==> config.mk <==
export PLATFORM = sky130hd
export DESIGN_NAME = riscv_v_wb_stage_flat
export DESIGN_NICKNAME = d
export VERILOG_FILES = /design/src/rtl/riscv_v_pkg.sv /design/src/rtl/riscv_v_wb_stage_if.sv /design/src/rtl/riscv_v_wb_merge.sv /design/src/rtl/riscv_v_wb_stage.sv /design/src/flat_wrapper.sv
export SDC_FILE = /design/constraint.sdc
export NUM_CORES = 1
export LEC_CHECK = 0
export ABC_AREA = 1
export CORE_AREA = 2 2 213 215
export DETAILED_ROUTE_END_ITERATION = 6
export DIE_AREA = 0 0 215 217
export PLACE_DENSITY = 0.73
export SETUP_SLACK_MARGIN = 0.1
export SYNTH_ARGS = -nofsm -noshare
export SYNTH_HDL_FRONTEND = slang
export SYNTH_HIERARCHICAL = 1
export SYNTH_SLANG_ARGS = --single-unit
==> constraint.sdc <==
create_clock -name clk -period 8.1 [get_ports clk]
set_input_delay 1.215 -clock clk [delete_from_list [all_inputs] [get_ports clk]]
set_output_delay 1.215 -clock clk [all_outputs]
set_load 0.1 [all_outputs]
==> src/rtl/riscv_v_pkg.sv <==
// Shared types for the vector writeback stage: the element-size encoding and the buffered entry.
// Entry data fields are sized for the widest supported configuration; narrower instances zero-pad.
package riscv_v_pkg;

  localparam int VLEN_MAX = 1024;
  localparam int XLEN_MAX = 64;

  typedef enum logic [1:0] {
    OSIZE_8  = 2'd0,
    OSIZE_16 = 2'd1,
    OSIZE_32 = 2'd2,
    OSIZE_64 = 2'd3
  } osize_e;

  typedef struct packed {
    logic [VLEN_MAX-1:0] data;
    logic [XLEN_MAX-1:0] idata;
    logic [4:0]          dst;
    logic                vrf_wr;
    logic                irf_wr;
  } riscv_v_wb_entry_t;

endpackage

==> src/rtl/riscv_v_wb_stage_if.sv <==
// EXE->WB handshake plus vector/integer register-file write ports.
// master = the writeback stage, slave = the surrounding pipeline and register files.
interface riscv_v_wb_stage_if #(
  parameter int DATA_W = 128,
  parameter int INT_W  = 32
) ();
  import riscv_v_pkg::*;

  logic                valid_exe;
  logic                ready_exe;
  logic [DATA_W-1:0]   vec_result_exe;
  logic [INT_W-1:0]    int_result_exe;
  logic [DATA_W/8-1:0] mask_result_exe;
  logic [DATA_W-1:0]   old_vd_exe;
  logic [DATA_W/8-1:0] mask_exe;
  osize_e              osize_exe;
  logic [4:0]          dst_exe;
  logic                is_masked_exe;
  logic                is_vec_wr_exe;
  logic                is_int_wr_exe;
  logic                is_mask_wr_exe;
  logic                rf_stall;
  logic                vrf_we;
  logic [4:0]          vrf_waddr;
  logic [DATA_W-1:0]   vrf_wdata;
  logic                irf_we;
  logic [4:0]          irf_waddr;
  logic [INT_W-1:0]    irf_wdata;
  logic [31:0]         vpending;

  modport master (
    input  valid_exe, vec_result_exe, int_result_exe, mask_result_exe, old_vd_exe,
           mask_exe, osize_exe, dst_exe, is_masked_exe, is_vec_wr_exe, is_int_wr_exe,
           is_mask_wr_exe, rf_stall,
    output ready_exe, vrf_we, vrf_waddr, vrf_wdata, irf_we, irf_waddr, irf_wdata, vpending
  );

  modport slave (
    output valid_exe, vec_result_exe, int_result_exe, mask_result_exe, old_vd_exe,
           mask_exe, osize_exe, dst_exe, is_masked_exe, is_vec_wr_exe, is_int_wr_exe,
           is_mask_wr_exe, rf_stall,
    input  ready_exe, vrf_we, vrf_waddr, vrf_wdata, irf_we, irf_waddr, irf_wdata, vpending
  );

endinterface

==> src/rtl/riscv_v_wb_merge.sv <==
// Combinational merge of an EXE result with the old destination value (element masking or mask-write).
// Zero latency, no flow control.
module riscv_v_wb_merge
  import riscv_v_pkg::*;
#(
  parameter  int DATA_W = 128,
  localparam int NB     = DATA_W / 8
) (
  input  logic [DATA_W-1:0] vec_result_i,
  input  logic [DATA_W-1:0] old_vd_i,
  input  logic [NB-1:0]     mask_result_i,
  input  logic [NB-1:0]     mask_i,
  input  osize_e            osize_i,
  input  logic              is_masked_i,
  input  logic              is_mask_wr_i,
  output logic [DATA_W-1:0] wdata_o
);

  localparam int IDX_W = $clog2(NB);

  logic [DATA_W-1:0] vec_merged;
  logic [DATA_W-1:0] mask_merged;
  logic [IDX_W-1:0]  elem;

  // Byte b belongs to element b >> osize, so that element's mask bit gates the whole byte.
  always_comb begin
    vec_merged  = old_vd_i;
    mask_merged = old_vd_i;
    elem        = '0;
    for (int b = 0; b < NB; b++) begin
      elem = IDX_W'(b >> osize_i);
      if (!is_masked_i || mask_i[elem]) begin
        vec_merged[8*b +: 8] = vec_result_i[8*b +: 8];
      end
    end
    mask_merged[NB-1:0] = mask_result_i;
    wdata_o = is_mask_wr_i ? mask_merged : vec_merged;
  end

endmodule

==> src/rtl/riscv_v_wb_stage.sv <==
// Vector writeback stage: merges results into a DEPTH-entry FIFO, drains the head to the RF ports.
// One cycle min latency; ready_exe = not full (registered), rf_stall holds the head without blocking pushes.
module riscv_v_wb_stage
  import riscv_v_pkg::*;
#(
  parameter int DATA_W = 128,
  parameter int INT_W  = 32,
  parameter int DEPTH  = 2
) (
  input  logic               clk,
  input  logic               rst,
  riscv_v_wb_stage_if.master wb
);

  localparam int PTR_W = $clog2(DEPTH);
  localparam int CNT_W = $clog2(DEPTH + 1);

  logic [PTR_W-1:0]  wptr_q, wptr_d;
  logic [PTR_W-1:0]  rptr_q, rptr_d;
  logic [CNT_W-1:0]  count_q, count_d;
  logic [DEPTH-1:0]  valid_q, valid_d;
  riscv_v_wb_entry_t mem_q [DEPTH];

  riscv_v_wb_entry_t new_entry;
  riscv_v_wb_entry_t head;
  logic [DATA_W-1:0] merged;
  logic [31:0]       vpend;
  logic              push;
  logic              pop;
  logic              unused_head;

  riscv_v_wb_merge #(.DATA_W(DATA_W)) u_merge (
    .vec_result_i  (wb.vec_result_exe),
    .old_vd_i      (wb.old_vd_exe),
    .mask_result_i (wb.mask_result_exe),
    .mask_i        (wb.mask_exe),
    .osize_i       (wb.osize_exe),
    .is_masked_i   (wb.is_masked_exe),
    .is_mask_wr_i  (wb.is_mask_wr_exe),
    .wdata_o       (merged)
  );

  // Gated by rst so the stage never advertises space while held in reset.
  assign wb.ready_exe = rst && (count_q < CNT_W'(DEPTH));
  assign push         = wb.valid_exe && wb.ready_exe;
  assign pop          = (count_q != '0) && !wb.rf_stall;
  assign head         = mem_q[rptr_q];

  always_comb begin
    new_entry        = '0;
    new_entry.data   = VLEN_MAX'(merged);
    new_entry.idata  = XLEN_MAX'(wb.int_result_exe);
    new_entry.dst    = wb.dst_exe;
    new_entry.vrf_wr = wb.is_vec_wr_exe || wb.is_mask_wr_exe;
    new_entry.irf_wr = wb.is_int_wr_exe;
  end

  always_comb begin
    wptr_d  = wptr_q;
    rptr_d  = rptr_q;
    count_d = count_q;
    valid_d = valid_q;
    if (pop) begin
      valid_d[rptr_q] = 1'b0;
      rptr_d = (rptr_q == PTR_W'(DEPTH - 1)) ? '0 : rptr_q + 1'b1;
    end
    if (push) begin
      valid_d[wptr_q] = 1'b1;
      wptr_d = (wptr_q == PTR_W'(DEPTH - 1)) ? '0 : wptr_q + 1'b1;
    end
    if (push && !pop) begin
      count_d = count_q + 1'b1;
    end else if (pop && !push) begin
      count_d = count_q - 1'b1;
    end
  end

  always_ff @(posedge clk or negedge rst) begin
    if (!rst) begin
      wptr_q  <= '0;
      rptr_q  <= '0;
      count_q <= '0;
      valid_q <= '0;
    end else begin
      wptr_q  <= wptr_d;
      rptr_q  <= rptr_d;
      count_q <= count_d;
      valid_q <= valid_d;
    end
  end

  always_ff @(posedge clk) begin
    if (push) begin
      mem_q[wptr_q] <= new_entry;
    end
  end

  // Derived from live entries only, so a same-cycle pop/push of one register keeps its bit.
  always_comb begin
    vpend = '0;
    for (int i = 0; i < DEPTH; i++) begin
      if (valid_q[i] && mem_q[i].vrf_wr) begin
        vpend[mem_q[i].dst] = 1'b1;
      end
    end
  end

  assign wb.vpending  = vpend;
  assign wb.vrf_we    = pop && head.vrf_wr;
  assign wb.vrf_waddr = head.dst;
  assign wb.vrf_wdata = head.data[DATA_W-1:0];
  assign wb.irf_we    = pop && head.irf_wr && (head.dst != 5'd0);
  assign wb.irf_waddr = head.dst;
  assign wb.irf_wdata = head.idata[INT_W-1:0];

  assign unused_head  = ^{head.data, head.idata};

endmodule

==> src/flat_wrapper.sv <==
// flat-port wrapper written by rule: the top's interface ports become plain ports
module riscv_v_wb_stage_flat import riscv_v_pkg::*;
#(
  parameter int DATA_W = 128,
  parameter int INT_W  = 32,
  parameter int DEPTH  = 2
)
  (clk, rst, wb_valid_exe, wb_vec_result_exe, wb_int_result_exe, wb_mask_result_exe, wb_old_vd_exe, wb_mask_exe, wb_osize_exe, wb_dst_exe, wb_is_masked_exe, wb_is_vec_wr_exe, wb_is_int_wr_exe, wb_is_mask_wr_exe, wb_rf_stall, wb_ready_exe, wb_vrf_we, wb_vrf_waddr, wb_vrf_wdata, wb_irf_we, wb_irf_waddr, wb_irf_wdata, wb_vpending);
  riscv_v_wb_stage_if #(.DATA_W(DATA_W), .INT_W(INT_W)) wb_i ();
  input  logic clk;
  input  logic rst;
  input wire logic [$bits(wb_i.valid_exe)-1:0] wb_valid_exe;
  input wire logic [$bits(wb_i.vec_result_exe)-1:0] wb_vec_result_exe;
  input wire logic [$bits(wb_i.int_result_exe)-1:0] wb_int_result_exe;
  input wire logic [$bits(wb_i.mask_result_exe)-1:0] wb_mask_result_exe;
  input wire logic [$bits(wb_i.old_vd_exe)-1:0] wb_old_vd_exe;
  input wire logic [$bits(wb_i.mask_exe)-1:0] wb_mask_exe;
  input wire logic [$bits(wb_i.osize_exe)-1:0] wb_osize_exe;
  input wire logic [$bits(wb_i.dst_exe)-1:0] wb_dst_exe;
  input wire logic [$bits(wb_i.is_masked_exe)-1:0] wb_is_masked_exe;
  input wire logic [$bits(wb_i.is_vec_wr_exe)-1:0] wb_is_vec_wr_exe;
  input wire logic [$bits(wb_i.is_int_wr_exe)-1:0] wb_is_int_wr_exe;
  input wire logic [$bits(wb_i.is_mask_wr_exe)-1:0] wb_is_mask_wr_exe;
  input wire logic [$bits(wb_i.rf_stall)-1:0] wb_rf_stall;
  output wire logic [$bits(wb_i.ready_exe)-1:0] wb_ready_exe;
  output wire logic [$bits(wb_i.vrf_we)-1:0] wb_vrf_we;
  output wire logic [$bits(wb_i.vrf_waddr)-1:0] wb_vrf_waddr;
  output wire logic [$bits(wb_i.vrf_wdata)-1:0] wb_vrf_wdata;
  output wire logic [$bits(wb_i.irf_we)-1:0] wb_irf_we;
  output wire logic [$bits(wb_i.irf_waddr)-1:0] wb_irf_waddr;
  output wire logic [$bits(wb_i.irf_wdata)-1:0] wb_irf_wdata;
  output wire logic [$bits(wb_i.vpending)-1:0] wb_vpending;
  assign wb_i.valid_exe = wb_valid_exe;
  assign wb_i.vec_result_exe = wb_vec_result_exe;
  assign wb_i.int_result_exe = wb_int_result_exe;
  assign wb_i.mask_result_exe = wb_mask_result_exe;
  assign wb_i.old_vd_exe = wb_old_vd_exe;
  assign wb_i.mask_exe = wb_mask_exe;
  assign wb_i.osize_exe = wb_osize_exe;
  assign wb_i.dst_exe = wb_dst_exe;
  assign wb_i.is_masked_exe = wb_is_masked_exe;
  assign wb_i.is_vec_wr_exe = wb_is_vec_wr_exe;
  assign wb_i.is_int_wr_exe = wb_is_int_wr_exe;
  assign wb_i.is_mask_wr_exe = wb_is_mask_wr_exe;
  assign wb_i.rf_stall = wb_rf_stall;
  assign wb_ready_exe = wb_i.ready_exe;
  assign wb_vrf_we = wb_i.vrf_we;
  assign wb_vrf_waddr = wb_i.vrf_waddr;
  assign wb_vrf_wdata = wb_i.vrf_wdata;
  assign wb_irf_we = wb_i.irf_we;
  assign wb_irf_waddr = wb_i.irf_waddr;
  assign wb_irf_wdata = wb_i.irf_wdata;
  assign wb_vpending = wb_i.vpending;
  riscv_v_wb_stage #(.DATA_W(DATA_W), .INT_W(INT_W), .DEPTH(DEPTH)) u_core (.clk(clk), .rst(rst), .wb(wb_i));
endmodule
==> summary.txt <==
Hold path
  – Hold crit path type: reg -> reg
  – HP Start: u_core/count_q[0]$_DFFE_PN0P_
  – Endpoint of the worst hold-timing path: u_core/count_q[0]$_DFFE_PN0P_
  – Number of instances on the worst hold path: 1

Layout
  – Finished Core Util: 0.5216
  – Design area: 0.02331 mm²
  – Nets@finish: roughly 2.6k
  – Synth-to-layout area growth: 42.80%
  – Share of layout cells above drive strength 1: 0.05435
  – Number of standard cells in the layout, taps in and fillers out: approximately 2.9k

Setup path
  – Critical path data required time: between 6000 and 7000 ps
  – CP max FO: 94
  – Startpoint-to-endpoint class of the critical path: reg -> out
  – Standard cell with the maximum stage delay on the critical path: clkdlybuf4s50_1
  – Setup slack of the most critical reg-to-reg path: 5030 ps
  – RR Startpoint: u_core/count_q[1]$_DFFE_PN0P_
  – Worst Reg2Reg Path Length in Cells: 5
  – Maximum cell stage delay along the critical path: 1170 ps
  – Critical Path Source Type: flop
  – Critical Path End Type: output port
  – Reg2reg end: u_core/mem_q[0][99]$_DFFE_PP_
  – Cell occurring most often along the worst timing path: nand2_1
  – Chain of cells forming the critical path: inv_6, buf_4, nand2_1, nand2_1, clkdlybuf4s50_1
  – Dominant delay contributor by cell family on the critical path: buffers and inverters
  – Critical path buffers and inverters: 3
  – Data arrival time at the worst-slack endpoint: between 4000 and 5000 ps

STA
  – Worst slew margin relative to its limit: 0.2778
  – Share of the cycle needed by the critical path after routing: 0.6545
  – Top achievable clock speed: roughly 0.19 GHz
  – Worst Setup Slack, final: 2799 ps
  – Final critical-path required period: around 5300 ps
  – Slew at the pin closest to its max-slew limit: between 1000 and 1500 ps
  – Final hold vios: 0
  – Accumulated negative setup slack: 0 ps
  – Count of pins over their slew limit: 0
  – Final setup violation count: 0
  – RSZ-0062 raised after global routing: false
  – Skew final: around 9.2 ps

Power
  – Power Dens Cells: 379.4 mW/mm²
  – Clock group share of total power: 0.185
  – Cell-internal power: around 4.1 mW
  – Switching component of the power: 4.731 mW
  – Proportion of total power due to net switching: 0.5348
  – Max VDD drop: 0.0003283 V
  – Part of the total power dissipated in sequential elements: 0.255
  – Static Leak: around 9.5 nW
  – Share of power burned in combinational logic: 0.560

Placement
  – Routability congestion estimate from global placement: around 0.94
  – Quantity of I/O buffers inserted on ports: between 500 and 600
  – Detailed placer's ending HPWL: 41.66 mm
  – DP Area: between 0.02 and 0.025 mm²
  – Pre-CTS setup slack: 3315 ps
  – Placed Cells incl. Taps: 2793

Die
  – DIE HEIGHT: about 220 µm
  – Area of the die: 0.04666 mm²
  – Standard cell core area: around 0.045 mm²
  – Die outline width: 215 µm
  – Starting density of the core: 0.3653
  – Number of placement rows: slightly below 80
  – Top-level port count: 540

Global route
  – First-pass GRT wire length: around 84 mm
  – Antenna violations before repair: 3
  – Vias in the first global route: 14.01k
  – Total congestion overflow: 0
  – All-Layer GR Usage: 0.2364
  – Pin count of the biggest net entering global routing: 95

Synthesis
  – XOR/XNOR share of the synthesized area: 0.001609
  – Count of different cell masters after synthesis: 36
  – Simple-gate share of the synthesized area: 0.2926
  – Seq cells post-synth: between 300 and 400
  – Netlist Area Pre-Place: approximately 0.016 mm²
  – Cell type with the largest total area after synthesis: edfxtp_1
  – Commonest register cell after synthesis: edfxtp_1
  – Mean cell area of the mapped netlist: approximately 9.5 µm²
  – Synth Net Count: ~2.1k
  – Adder-cell area share of the yosys netlist: 0.006131
  – Multiplexer area fraction after synthesis: 0
  – Library cell with the highest instance count after synthesis: nand2_1
  – Top cells by count, synth: nand2_1, edfxtp_1, nand3_1, inv_1, buf_4
  – Proportion of netlist area held by the largest area contributor: 0.6143
  – Count of yosys warnings during synthesis: 6
  – Number of enable-type register cells in the synthesized netlist: 334
  – Share of the yosys chip area belonging to registers: 0.6235
  – Number of instances in the synthesized netlist: about 1.7k
  – Leading post-synthesis cells by cell area: edfxtp_1, nand2_1, nand3_1, buf_4, inv_1
  – Fraction of synthesis flops using an asynchronous set or reset pin: 0.01765
  – Main combinational cell family by area after synthesis: simple AND/OR/NAND/NOR gates
  – Compound-gate portion of the synthesized area: 0.03349

Routing
  – Vias post-DR: 14.58k
  – Detailed-route wire length: about 57 mm
  – Number of DRC markers in iteration 0: about 1.2k
  – Drt via density: approximately 5
  – Remaining antenna violation count after routing: 0
  – TritonRoute pass-1 iters: 6
  – DRC: 0
  – Routed len/inst: between 20 and 25 µm

Clock network
  – Number of hold buffers added after cts: 0
  – TritonCTS clock tree: done
  – Number of post-CTS setup repair buffers: 0
  – Number of buffers inserted during clock tree synthesis: 39
  – Clock Latency Late Sink: between 500 and 600 ps
  – Maximum clock path buffer count: 3
  – Cells resized by post-CTS repair: 0
  – Buffer cell driving the clock tree root: clkbuf_16
  – Num Clock Sinks: 340
  – Number of levels the H-tree was split into: 2
  – Register clock-pin slew on the reported worst setup and hold paths: approximately 50 ps

Outcome
  – Run status: finished clean

Job
  – Max-cap viol count: 0
[through the flow]
step           hold slack [ps]  power, mW
5_1_grt                  531.9      9.148
3_5_place_dp             490.6      7.259
3_3_place_gp             482.1      7.235
2_1_floorplan            452.9      6.049
6_report                 504.4      8.846
4_1_cts                  501.9      8.912
[worst register-to-register path: stages (launching register included)]
cell	delay [ps]
dfrtp_1	400
nor2_1	150
nand2_1	230
nor2_4	720
buf_4	460
buf_4	680
[cells in the final DEF, fill, tap and decap left out, types with 3 or more instances in the layout]
cell type and n:
a21oi_1 3, a31oi_1 17, buf_4 15, clkbuf_1 7
clkbuf_16 39, clkdlybuf4s50_1 538, clkinv_1 9, clkinv_2 6
clkinvlp_4 3, dfrtp_1 5, edfxtp_1 334, ha_1 8
inv_1 44, inv_2 8, inv_6 4, nand2_1 896
nand2_2 7, nand2_4 9, nand3_1 184, nand3_2 7
nand3_4 6, nor2_1 26, nor2_2 3, nor3_2 3
o211ai_1 15, o21ai_0 27, o21ai_1 4, o22ai_1 16
[how the worst max path moves through the flow]
stage | to | cells after the start | startpoint | slack, ps
floorplan | u_core/mem_q[0][0]$_DFFE_PP_ | 4 | rst | -2560
global placement | wb_vrf_wdata[114] | 5 | u_core/rptr_q$_DFFE_PN0N_ | 3290
detailed placement | wb_vrf_wdata[24] | 5 | u_core/rptr_q$_DFFE_PN0N_ | 3310
CTS | wb_vrf_wdata[114] | 5 | u_core/rptr_q$_DFFE_PN0N_ | 2710
global route | wb_vrf_wdata[40] | 5 | u_core/rptr_q$_DFFE_PN0N_ | 2550
finish | wb_vrf_wdata[24] | 5 | u_core/rptr_q$_DFFE_PN0N_ | 2800
[flip-flops by register name (all words and copies together) (netlist names)]
register and count:
u_core/valid_q 2, u_core/mem_q 334, u_core/wptr_q 1, u_core/rptr_q 1, u_core/count_q 2
[final cells by class]
class	count	area, µm²
fillers	4052	21380
flip-flops and latches	340	10180
repair buffers	553	5498
multi-input cells	1245	5465
clock buffers	46	1002
well taps	600	750.7
inverters	55	216.5
clock inverters	24	193.9
diodes	2	5.005
[power groups by stage]
stage | Clock [mW] | Sequential (mW) | Combinational (mW)
floorplan | 0 | 2.30 | 3.75
global placement | 0 | 2.28 | 4.95
detailed placement | 0 | 2.29 | 4.97
CTS | 1.68 | 2.26 | 4.98
global route | 1.74 | 2.27 | 5.13
finish | 1.63 | 2.25 | 4.96
[cell families after synthesis]
| family | count (synthesis) |
|---|---|
| AO/OA/AOI/OAI | 88 |
| XOR/XNOR | 3 |
| flip-flops | 340 |
| buffers and inverters | 134 |
| adder cells (fa/ha/maj) | 8 |
| AND/OR/NAND/NOR | 1146 |
[per-layer routing]
layer | global-route usage | wire length, µm | vias to the layer above
met5 | 0 | 11 | -
met4 | 0.08713 | 2169 | 2
met3 | 0.05199 | 4500 | 133
met2 | 0.3970 | 27380 | 715
met1 | 0.3010 | 23310 | 6934
li1 | - | - | 6795
No activity file was read; power rests on OpenSTA's default activity.
